==> src/rtl/regfile_pkg.sv <==
// Shared types and defaults for the register-file write front end.
// Optional readback verification is enabled with macro REGFILE_WR_VERIFY_EN.
package regfile_pkg;

   localparam int DEF_ADDR_W = 2;
   localparam int DEF_DATA_W = 32;
   localparam int DEF_DEPTH  = 4;

   typedef struct packed {
      logic [DEF_ADDR_W-1:0] addr;
      logic [DEF_DATA_W-1:0] data;
   } wr_req_t;

   typedef enum logic [1:0] {
      IDLE   = 2'd0,
      WRITE  = 2'd1,
      VERIFY = 2'd2
   } wr_state_t;

endpackage

==> src/rtl/regfile_wr_fifo.sv <==
// Synchronous request FIFO for the register-file writer.
// Pointers carry one extra bit so full and empty are distinguishable.
module regfile_wr_fifo
   import regfile_pkg::*;
#(
   parameter int  DEPTH = DEF_DEPTH,
   parameter type T     = wr_req_t
) (
   input  logic clk,
   input  logic rst_n,
   input  logic i_push,
   input  T     i_din,
   input  logic i_pop,
   input  logic i_flush,
   output T     o_head,
   output logic o_full,
   output logic o_empty
);

   localparam int AW = $clog2(DEPTH);

   T            r_mem [DEPTH];
   logic [AW:0] r_wr_ptr;
   logic [AW:0] r_rd_ptr;
   logic        w_push;
   logic        w_pop;

   // A push into a full FIFO or a pop from an empty one is ignored.
   assign w_push  = i_push && !o_full;
   assign w_pop   = i_pop && !o_empty;
   assign o_empty = (r_wr_ptr == r_rd_ptr);
   assign o_full  = (r_wr_ptr[AW] != r_rd_ptr[AW]) &&
                    (r_wr_ptr[AW-1:0] == r_rd_ptr[AW-1:0]);
   assign o_head  = r_mem[r_rd_ptr[AW-1:0]];

   // Storage write; contents need no reset because the pointers gate validity.
   always_ff @(posedge clk) begin
      if (w_push) begin
         r_mem[r_wr_ptr[AW-1:0]] <= i_din;
      end
   end

   // Pointer update; flush discards everything queued.
   always_ff @(posedge clk or negedge rst_n) begin
      if (!rst_n) begin
         r_wr_ptr <= '0;
         r_rd_ptr <= '0;
      end else if (i_flush) begin
         r_wr_ptr <= '0;
         r_rd_ptr <= '0;
      end else begin
         if (w_push) r_wr_ptr <= r_wr_ptr + 1'b1;
         if (w_pop)  r_rd_ptr <= r_rd_ptr + 1'b1;
      end
   end

endmodule

==> src/rtl/regfile_writer.sv <==
// Write-side front end for the 4x32 register file: queues (addr, data)
// requests and drains them into the wr/wa/wd port, one per WRITE cycle.
// Macro REGFILE_WR_VERIFY_EN adds a VERIFY cycle after each write that reads
// the register back through rb_addr/rb_data and sets a sticky err on mismatch.
module regfile_writer
   import regfile_pkg::*;
#(
   parameter int ADDR_W = DEF_ADDR_W,
   parameter int DATA_W = DEF_DATA_W,
   parameter int DEPTH  = DEF_DEPTH
) (
   input  logic              clk,
   input  logic              rst_n,
   input  logic              req_valid,
   output logic              req_ready,
   input  logic [ADDR_W-1:0] req_addr,
   input  logic [DATA_W-1:0] req_data,
   input  logic              flush,
   output logic              wr,
   output logic [ADDR_W-1:0] wa,
   output logic [DATA_W-1:0] wd,
   output logic [ADDR_W-1:0] rb_addr,
   input  logic [DATA_W-1:0] rb_data,
   output logic              busy,
   output logic [7:0]        wr_count,
   output logic              err
);

   typedef struct packed {
      logic [ADDR_W-1:0] addr;
      logic [DATA_W-1:0] data;
   } req_t;

   req_t              w_push_req;
   req_t              w_head;
   logic              w_full;
   logic              w_empty;
   logic              w_push;
   logic              w_can_pop;
   logic              w_pop;

   wr_state_t         r_state;
   logic              r_wr;
   logic [ADDR_W-1:0] r_wa;
   logic [DATA_W-1:0] r_wd;
   logic [7:0]        r_wr_count;

   assign req_ready  = !w_full && !flush;
   assign w_push     = req_valid && req_ready;
   assign w_push_req = '{addr: req_addr, data: req_data};
   assign w_can_pop  = !w_empty && !flush;

`ifdef REGFILE_WR_VERIFY_EN
   logic r_err;
   // A WRITE is always followed by VERIFY, so only IDLE and VERIFY may pop.
   assign w_pop   = w_can_pop && (r_state != WRITE);
   assign rb_addr = (r_state == VERIFY) ? r_wa : '0;
   assign err     = r_err;
`else
   logic w_unused_rb;
   assign w_pop       = w_can_pop;
   assign rb_addr     = '0;
   assign err         = 1'b0;
   assign w_unused_rb = ^rb_data;
`endif

   assign wr       = r_wr;
   assign wa       = r_wa;
   assign wd       = r_wd;
   assign wr_count = r_wr_count;
   assign busy     = !w_empty || (r_state != IDLE);

   regfile_wr_fifo #(
      .DEPTH (DEPTH),
      .T     (req_t)
   ) u_fifo (
      .clk     (clk),
      .rst_n   (rst_n),
      .i_push  (w_push),
      .i_din   (w_push_req),
      .i_pop   (w_pop),
      .i_flush (flush),
      .o_head  (w_head),
      .o_full  (w_full),
      .o_empty (w_empty)
   );

   // Writer FSM with registered write-port outputs, counter and error flag.
   always_ff @(posedge clk or negedge rst_n) begin
      if (!rst_n) begin
         r_state    <= IDLE;
         r_wr       <= 1'b0;
         r_wa       <= '0;
         r_wd       <= '0;
         r_wr_count <= '0;
`ifdef REGFILE_WR_VERIFY_EN
         r_err      <= 1'b0;
`endif
      end else begin
         r_wr <= 1'b0;
         if (w_pop) begin
            r_wr <= 1'b1;
            r_wa <= w_head.addr;
            r_wd <= w_head.data;
         end
         // The register file captures the write at the edge that ends WRITE.
         if (r_state == WRITE) begin
            r_wr_count <= r_wr_count + 8'd1;
         end
         case (r_state)
            IDLE: begin
               if (w_pop) r_state <= WRITE;
            end
            WRITE: begin
`ifdef REGFILE_WR_VERIFY_EN
               r_state <= VERIFY;
`else
               r_state <= w_pop ? WRITE : IDLE;
`endif
            end
`ifdef REGFILE_WR_VERIFY_EN
            VERIFY: begin
               if (rb_data != r_wd) r_err <= 1'b1;
               r_state <= w_pop ? WRITE : IDLE;
            end
`endif
            default: r_state <= IDLE;
         endcase
      end
   end

endmodule

==> config.mk <==
export PLATFORM = sky130hd
export DESIGN_NAME = regfile_writer
export DESIGN_NICKNAME = d
export VERILOG_FILES = /design/src/rtl/regfile_pkg.sv /design/src/rtl/regfile_wr_fifo.sv /design/src/rtl/regfile_writer.sv
export SDC_FILE = /design/constraint.sdc
export NUM_CORES = 1
export LEC_CHECK = 0
export BUFFER_PORTS_ARGS = -buffer_cell sky130_fd_sc_hd__buf_2
export CELL_PAD_IN_SITES_DETAIL_PLACEMENT = 1
export CELL_PAD_IN_SITES_GLOBAL_PLACEMENT = 1
export CORE_MARGIN = 2
export CORE_UTILIZATION = 40
export DETAILED_ROUTE_END_ITERATION = 10
export HOLD_SLACK_MARGIN = 0.08
export PLACE_DENSITY = 0.73
export RECOVER_POWER = 25
export SLEW_MARGIN = 40
export SYNTH_ARGS = -nofsm -noshare
export SYNTH_HDL_FRONTEND = slang
export SYNTH_SLANG_ARGS = --single-unit
==> constraint.sdc <==
create_clock -name clk -period 2.3 [get_ports clk]
set_input_delay 0.46 -clock clk [delete_from_list [all_inputs] [get_ports clk]]
set_output_delay 0.46 -clock clk [all_outputs]
set_load 0.01 [all_outputs]
==> impl.org, run 1 <==
** Floorplan
- For this design the top-level I/O count stands at 118.
- The die is 138 um tall.
- Initial cell density of the core :: about two fifths
- In this run the horizontal extent of the chip is 138 um.
- The core region is 17800 um^2.
- After floorplanning, the core was divided into 49 placement rows.
- The floorplan step defined a die boundary enclosing 19100 um^2.

** Power and ir drop
- Maximum VDD drop :: 0.000515 V
- Clock share of power :: between 20 and 30%
- Switching fraction of total power :: ~27%
- Int Pwr :: 6640 uW
- Combinational fraction of design power :: 22.6%
- Cell Pwr Density :: between 1000 and 1500 nW/um^2
- The analysis attributes to cell leakage a power of about 0.0031 uW.
- For this design the total switching power over the nets is 2430 uW.
- The design draws 9070 uW.
- Share of total power in sequential cells :: 48.3%

** Global route
- The first global-routing pass estimated between 20 and 25 mm of wire.
- The number of antenna violations at the first check in global routing came to 0.
- For this run the aggregate overflow at the end of global routing stands at 0.
- Entering global routing, the biggest net connects 39 pins.
- Global routing used between 10% and 20% of the available tracks.
- The number of global-route vias before repair is between 3k and 4k.

** Detailed routing
- Total vias in the final route :: 3455
- For this run, design rule violations remaining after detail routing come to 0.
- Using the TritonRoute via totals, the vias-per-cell ratio works out to 5.04.
- Once detail routing completed, the nets flagged for antenna violations numbered 0.
- In this run, the number of DRC markers left after iteration 0 of detailed routing was 172.
- TritonRoute pass-1 iters :: 4
- After detailed routing, the average wire length per cell comes to 20.6 um.
- Total wire length :: 14.1 mm

** Finish
- Counting the fill cells in the layout gives 1673.
- NumNets Final :: 519
- The number of antenna diodes in the final layout is 0.
- In the final layout, the share of cells above drive strength 1 is about two fifths.
- Leaving out fill and tap cells, the most frequent cell in the layout is edfxtp_1.
- Area of the multi-input gates :: 1770 um^2
- Final non-filler cell total :: ~690
- Final core utilization :: 47.9%
- Relative to the synthesized area, the layout overhead comes to 18.6%.
- Most used cells in the layout excluding fill and tap cells :: edfxtp_1 (136), buf_2 (52), dfrtp_1 (48)
- Area of all sequential standard cells :: 5340 um^2

** Synth
- Number of distinct library cell variants in the gate-level netlist after synthesis :: 31
- Primary flip-flop cell chosen by synthesis mapping :: edfxtp_1
- Share of the synthesized netlist area taken by xor and xnor gates :: under 10%
- Summing the areas of all compound-gate instances in the mapped netlist gives 1.53% of the synthesized area.
- Yosys printed 0 warnings.
- After synthesis, the mean cell area works out to 21.4 um^2.
- Counting flops with an async set or reset pin after synthesis yields a share of between 20 and 30%.
- The synthesized design contains about 140 enable-type register cells.
- Seq/Total Area, Yosys :: between 70% and 80%
- Combinational family with the most area after synthesis :: multiplexers
- After synthesis the cells add up to between 7000 and 8000 um^2.
- Fraction of synthesized area in multiplexers :: a little under a fifth
- Summing the areas of all fa, ha and maj instances in the mapped netlist gives 1.04% of the synthesized area.
- In this run, synthesis produced a sequential element count of 186.
- Basic-gate share of the synthesized area counting and, or, nand and nor cells :: 1.91%
- Post-Syn Instances :: 337

** Worst setup path
- The most critical setup path has its startpoint at u_fifo.r_wr_ptr[1].
- Critical path, cell by cell :: xnor2_4, buf_4, nand4b_1, buf_2
- In this run the worst path has a maximum fanout of 8.
- The kind of cell with the highest combined delay along the critical path is flip-flops.
- The slowest stage of the critical path belongs to the cell dfrtp_1.
- The setup check on the worst reg-to-reg path leaves a slack of ~0.27 ns.
- The worst setup path is captured at an output pin.
- At the worst endpoint, the required time is 1.84 ns.
- The critical path contains buffers and inverters numbering 2 combined.
- Delay of the slowest cell on the worst path :: a little over 0.5 ns
- Critical path launch point type :: flop
- Reg-to-reg critical path startpoint :: u_fifo.r_wr_ptr[1]
- Worst setup path category :: reg -> out
- Data on the critical path arrives at its endpoint at 1.71 ns.

** STA
- Final worst slack :: 0.133 ns
- Number of failing hold endpoints at the final stage :: 0
- Worst slew margin relative to its limit :: 62.1%
- The worst path uses 94.2% of the clock period.
- On the final layout, the worst clock skew is 0.00771 ns.
- Setup tns final :: 0 ns
- The number of pins with negative max-slew slack in the final report is 0.
- Maximum achievable frequency :: 461 MHz
- The smallest clock period supported by the final layout is computed as roughly 2.2 ns.
- Unrepaired setup endpoints after global routing :: no
- Setup violations remaining at the end of the flow were counted as 0.
- For the pin with the worst max-slew slack, the measured transition is 0.569 ns.

** Status
- The flow ran to the end, and the final reports show no timing, DRC or antenna violations.

** CTS
- Clock tree synthesis inserted a total of 17 buffers.
- Longest Clk Path Bufs :: 2
- The clock reaches the later pin of the worst-skew pair after between 0.4 and 0.5 ns.
- Clk root buf :: clkbuf_16
- Maximum level of the CTS H-tree :: 4
- CTS saw roughly 190 sinks.
- Clock-pin slew on the worst setup and hold paths :: 0.06 ns
- CTS tree :: done
- The number of setup buffers added after CTS is 0.

** Min path
- Type of the worst min-delay path :: in -> reg
- The worst hold path begins at req_data[24].

** Placement
- Summed over all nets, the half-perimeter wirelength after detailed placement is 8.86 mm.
- In this run, placement finished with an instance count of 652.
- OpenSTA, run right after detailed placement, puts the worst setup slack at 0.191 ns.
- Input and output buffers added on the ports amount to 82.
- Routability-driven placement finished with a final weighted congestion of 0.700.

** Flow run
- Count of max-cap constraint violations :: 0
stage by stage:
stage	instance area, um^2	hold slack (ns)
final	8550	0.252
after global routing	8550	0.259
after CTS	8580	0.234
after detailed placement	8020	0.479
after global placement	8020	0.455
after floorplan	7220	0.164
logic make-up (layout without fill, tap and decap cells):
| family | count (synthesis) | count (layout) |
|---|---|---|
| xor+xnor | 11 | 11 |
| buf+inv | 22 | 139 |
| compound gates | 14 | 14 |
| flops | 186 | 186 |
| other cells | 1 | 3 |
| simple gates | 25 | 25 |
| fa+ha+maj | 6 | 6 |
| mux | 72 | 72 |
what timing repair did:
| item | CTS | global route |
|---|---|---|
| hold buffers | 1 | 0 |
| gates cloned | 0 | 0 |
| gates resized for setup | 1 | 1 |
| pin swaps | 0 | 1 |
| hold endpoints to repair | 21 | 0 |
| setup endpoints to repair | 2 | 1 |
power groups by stage:
stage | logic, uW | registers (uW) | clock network [uW]
floorplan | 1180 | 4550 | 0
global placement | 2020 | 4420 | 0
detailed placement | 2090 | 4440 | 0
CTS | 2100 | 4380 | 2710
global route | 2230 | 4440 | 2840
finish | 2050 | 4380 | 2640
state kept, by name (all words and copies together) (netlist names):
signal           count
wa                   2
u_fifo.r_mem       136
wr                   1
wd                  32
wr_count             8
u_fifo.r_wr_ptr      3
u_fifo.r_rd_ptr      3
r_state              1
routing by layer:
layer  vias to the layer above  global-route usage (%)  wire length (um)
met1                      1821                    20.8              6280
met3                        13                    4.19               576
met4                         0                    4.83               154
met2                        70                    25.8              7110
met5                         -                       0                 0
li1                       1551                       -                 -
cells in the mapped netlist, types with 2 or more instances:
library cell | count | area, um^2
buf_4 | 3 | 22.5
dfrtp_1 | 50 | 1250
mux2_2 | 9 | 101
mux4_2 | 34 | 766
a31o_2 | 2 | 17.5
clkbuf_1 | 4 | 15.0
mux2_4 | 29 | 435
and3_1 | 2 | 12.5
a21oi_1 | 2 | 10.0
xnor2_1 | 7 | 61.3
xnor2_2 | 2 | 32.5
nor2b_1 | 2 | 12.5
a31oi_1 | 5 | 31.3
nand4_1 | 7 | 43.8
ha_1 | 6 | 75.1
inv_1 | 5 | 18.8
nor2_1 | 4 | 15.0
and2_1 | 4 | 25.0
xor2_1 | 2 | 17.5
buf_2 | 6 | 30.0
edfxtp_1 | 136 | 4080
nand2_1 | 4 | 15.0
buf_6 | 4 | 45.0
worst paths after layout:
path,cells after the start,endpoint
hold / removal,1,u_fifo.r_mem[0][24]
setup / recovery,4,busy
min in group asynchronous,2,wr_count[7]
setup reg to reg,4,u_fifo.r_mem[3][24]
max in group asynchronous,3,u_fifo.r_rd_ptr[0]
hold reg to reg,1,wr_count[7]
final cells by class:
| class | instances | area share [%] |
|---|---|---|
| flip-flops and latches | 186 | 62.4 |
| multi-input cells | 131 | 20.7 |
| repair buffers | 102 | 7.02 |
| clock buffers | 22 | 5.43 |
| well taps | 229 | 3.35 |
| clock inverters | 10 | 0.820 |
| inverters | 5 | 0.220 |
No activity file was read; power rests on OpenSTA's default activity.
==> inputs of run 2 (changes only) <==
- CORE_ASPECT_RATIO: default -> 0.8
- PLACE_DENSITY: 0.73 -> 0.76
==> impl.org, run 2 (synthesized netlist as in run 1, its figures left out) <==
** CTS
- CTS tree :: done
- Clock latency at the later pin of the worst-skew pair :: 0.42 ns
- Clk root buf :: clkbuf_16
- Post-CTS timing repair inserted 0 buffers for setup.
- CTS saw 186 sinks.
- After clock tree synthesis, the clock-pin slew on the worst setup and hold paths is 0.07 ns.
- Longest Clk Path Bufs :: 2
- Clock tree synthesis inserted a total of 17 buffers.
- In this run the number of H-tree levels came out at 4.

** Finish
- Final non-filler cell total :: 678
- Most common library cell in the layout ignoring fill and taps :: edfxtp_1
- Layout Area Growth over Synthesis :: 18.1%
- The register with the most flip-flops in the layout has 136 of them.
- The top cell types in the final layout, fill and taps aside, are edfxtp_1 (136), buf_2 (54), dfrtp_1 (48).
- Fill cell instance count of the final layout :: around 1.6k
- Area of the multi-input gates :: 1750 um^2
- Across the whole layout, storage elements account for ~5300 um^2.
- Antenna cells :: 0
- NumNets Final :: 516
- In the final layout, the share of cells above drive strength 1 is 40.0%.

** Detailed routing
- Wires add up to about 14 mm.
- Wire length per cell after detailed routing :: 20.9 um
- The count of nets left with antenna violations once routing finished came out at 0.
- Total vias in the final route :: 3514
- The first TritonRoute pass finished after 4 iterations.
- In this run, the number of DRC markers left after iteration 0 of detailed routing was 213.
- After detailed routing, the number of remaining DRC violations is 0.
- Using the TritonRoute via totals, the vias-per-cell ratio works out to 5.18.

** Worst setup path
- Worst R2R End :: u_fifo.r_mem[0][3]
- Critical Path Source :: u_fifo.r_rd_ptr[2]
- Reg-to-reg critical path startpoint :: u_fifo.r_rd_ptr[2]
- STA puts the critical path data required time at 1.84 ns.
- Critical path launch point type :: flop
- Worst reg2reg path depth :: 4
- The worst setup path is captured at an output pin.
- Of all nets on the critical path, the largest fanout is 6.
- The worst setup path is of the reg -> out kind.
- Slack of the worst reg-to-reg path :: 0.21 ns
- At the worst endpoint, the arrival time is roughly 1.7 ns.
- In this run the worst setup path terminates at req_ready.

** Floorplan
- Die Footprint :: 19100 um^2
- Number of rows in the core area :: 43
- Core region area :: 17500 um^2
- Die Span X :: between 150 and 200 um
- Once the floorplan was initialized, standard cells occupied about 41% of the core.
- Number of top-level design ports :: 118
- From bottom edge to top edge, the die measures 124 um.

** Global route
- Summed over all layers, the global routing overflow is 0.
- Initial antenna violation count :: 0
- For met2 alone, demand over resource in global routing was 26.7%.
- Global routing consumed, over all layers together, 16.1% of the routing resources.
- Wire length of the first global-routing pass :: 22.4 mm
- Fraction of met3 tracks used by global routing :: 4.38%
- Global-route met1 utilization :: 20.7%
- In this run the most used layer during global routing was met2.
- Pin count of the biggest net entering global routing :: 39
- The number of global-route vias before repair came to 3845.

** STA
- Setup repair after global routing left no endpoint under its margin.
- Final worst slack :: 0.175 ns
- Final cycle utilization of the critical path :: 92.4%
- Adding up every negative setup slack in the final design gives 0 ns.
- Count of endpoints failing setup in the final report :: 0
- Maximum achievable frequency :: 471 MHz
- Clock period minus final worst setup slack :: 2.13 ns
- Slew at the pin with the worst max-slew slack :: a little under 0.7 ns
- Pins over their slew limit :: 0
- Number of failing hold endpoints at the final stage :: 0
- Across the routed clock network, the largest skew measured is 0.00934 ns.
- Worst slew margin relative to its limit :: a little over half

** Placement
- Once placement completed, the tool counted placed cells totaling 645.
- Final RePlAce weighted congestion :: 0.731
- Detailed placement finished with a half-perimeter wire length of 8.61 mm.
- At the placement stage, the worst setup path has a slack of 0.228 ns.
- Port Buffers :: just over 80

** Power and ir drop
- Cell Pwr Density :: 1070 nW/um^2
- VDD sags by at most about 0.00052 V.
- For this design the static power due to leakage is slightly above 0.003 uW.

** Flow run
- The tool flagged a number of max-cap violations equal to 0.

** Min path
- Type of the worst min-delay path :: in -> reg

** Status
- Result of the run :: completed
## run 2: changes by cell type in the layout (fill, tap and decap cells not counted)
cell and delta:
clkbuf_8 -1, buf_4 -3, clkinv_2 -1, xnor2_1 +1
inv_4 +4, xnor2_4 -1, clkbuf_1 -1, buf_2 +2
clkbuf_16 +1, clkinvlp_4 -4
## run 2: how the worst min path moves through the flow
| stage | cells past startpoint | slack (ns) | end | startpoint |
|---|---|---|---|---|
| after floorplan | 0 | 0.16 | r_state[0] | rst_n |
| after global placement | 1 | 0.46 | wr_count[7] | wr_count[7] |
| after detailed placement | 1 | 0.47 | wr_count[7] | wr_count[7] |
| after CTS | 1 | 0.22 | u_fifo.r_mem[2][6] | req_data[6] |
| after global routing | 1 | 0.26 | u_fifo.r_mem[0][2] | req_data[2] |
| final | 1 | 0.26 | u_fifo.r_mem[2][19] | req_data[19] |
## run 2: timing repair
item                                   in CTS  in global routing
endpoints found under the hold margin      17                  0
hold buffers                                1                  0
resized for setup                           0                  0
## run 2: routing by layer
layer	up-vias	part of all wire, %
met2	86	49
met1	1864	44
met3	20	4.9
met4	0	1.7
li1	1544	-
met5	-	0
## run 2: critical path: stages, from the launching register on
cell     delay, ns
dfrtp_1       0.44
xor2_1        0.44
a31oi_1       0.18
buf_2         0.18
## run 2: layout make-up
type | count | area share (%)
sequential | 186 | 62.7
multi-input combinational | 131 | 20.6
timing repair buffer | 99 | 6.82
clock buffer | 23 | 5.63
tap | 225 | 3.31
clock inverter | 9 | 0.706
inverter | 5 | 0.221
## run 2: power by group
| part | internal [uW] | leakage, uW | switching [uW] |
|---|---|---|---|
| registers | 4080 | 0.00184 | 309 |
| logic | 1100 | 0.000971 | 906 |
| clock network | 1480 | 0.000268 | 1220 |
| total | 6660 | 0.00308 | 2430 |
## run 2: per-stage QoR
step,hold WS (ns),utilization (%),total power [uW],instance area [um^2]
finish,0.259,48.7,9090,8510
global placement,0.456,45.7,6410,8000
floorplan,0.164,-,5720,7220
CTS,0.217,48.9,9230,8550
global route,0.263,48.7,9530,8510
detailed placement,0.465,45.7,6500,8000
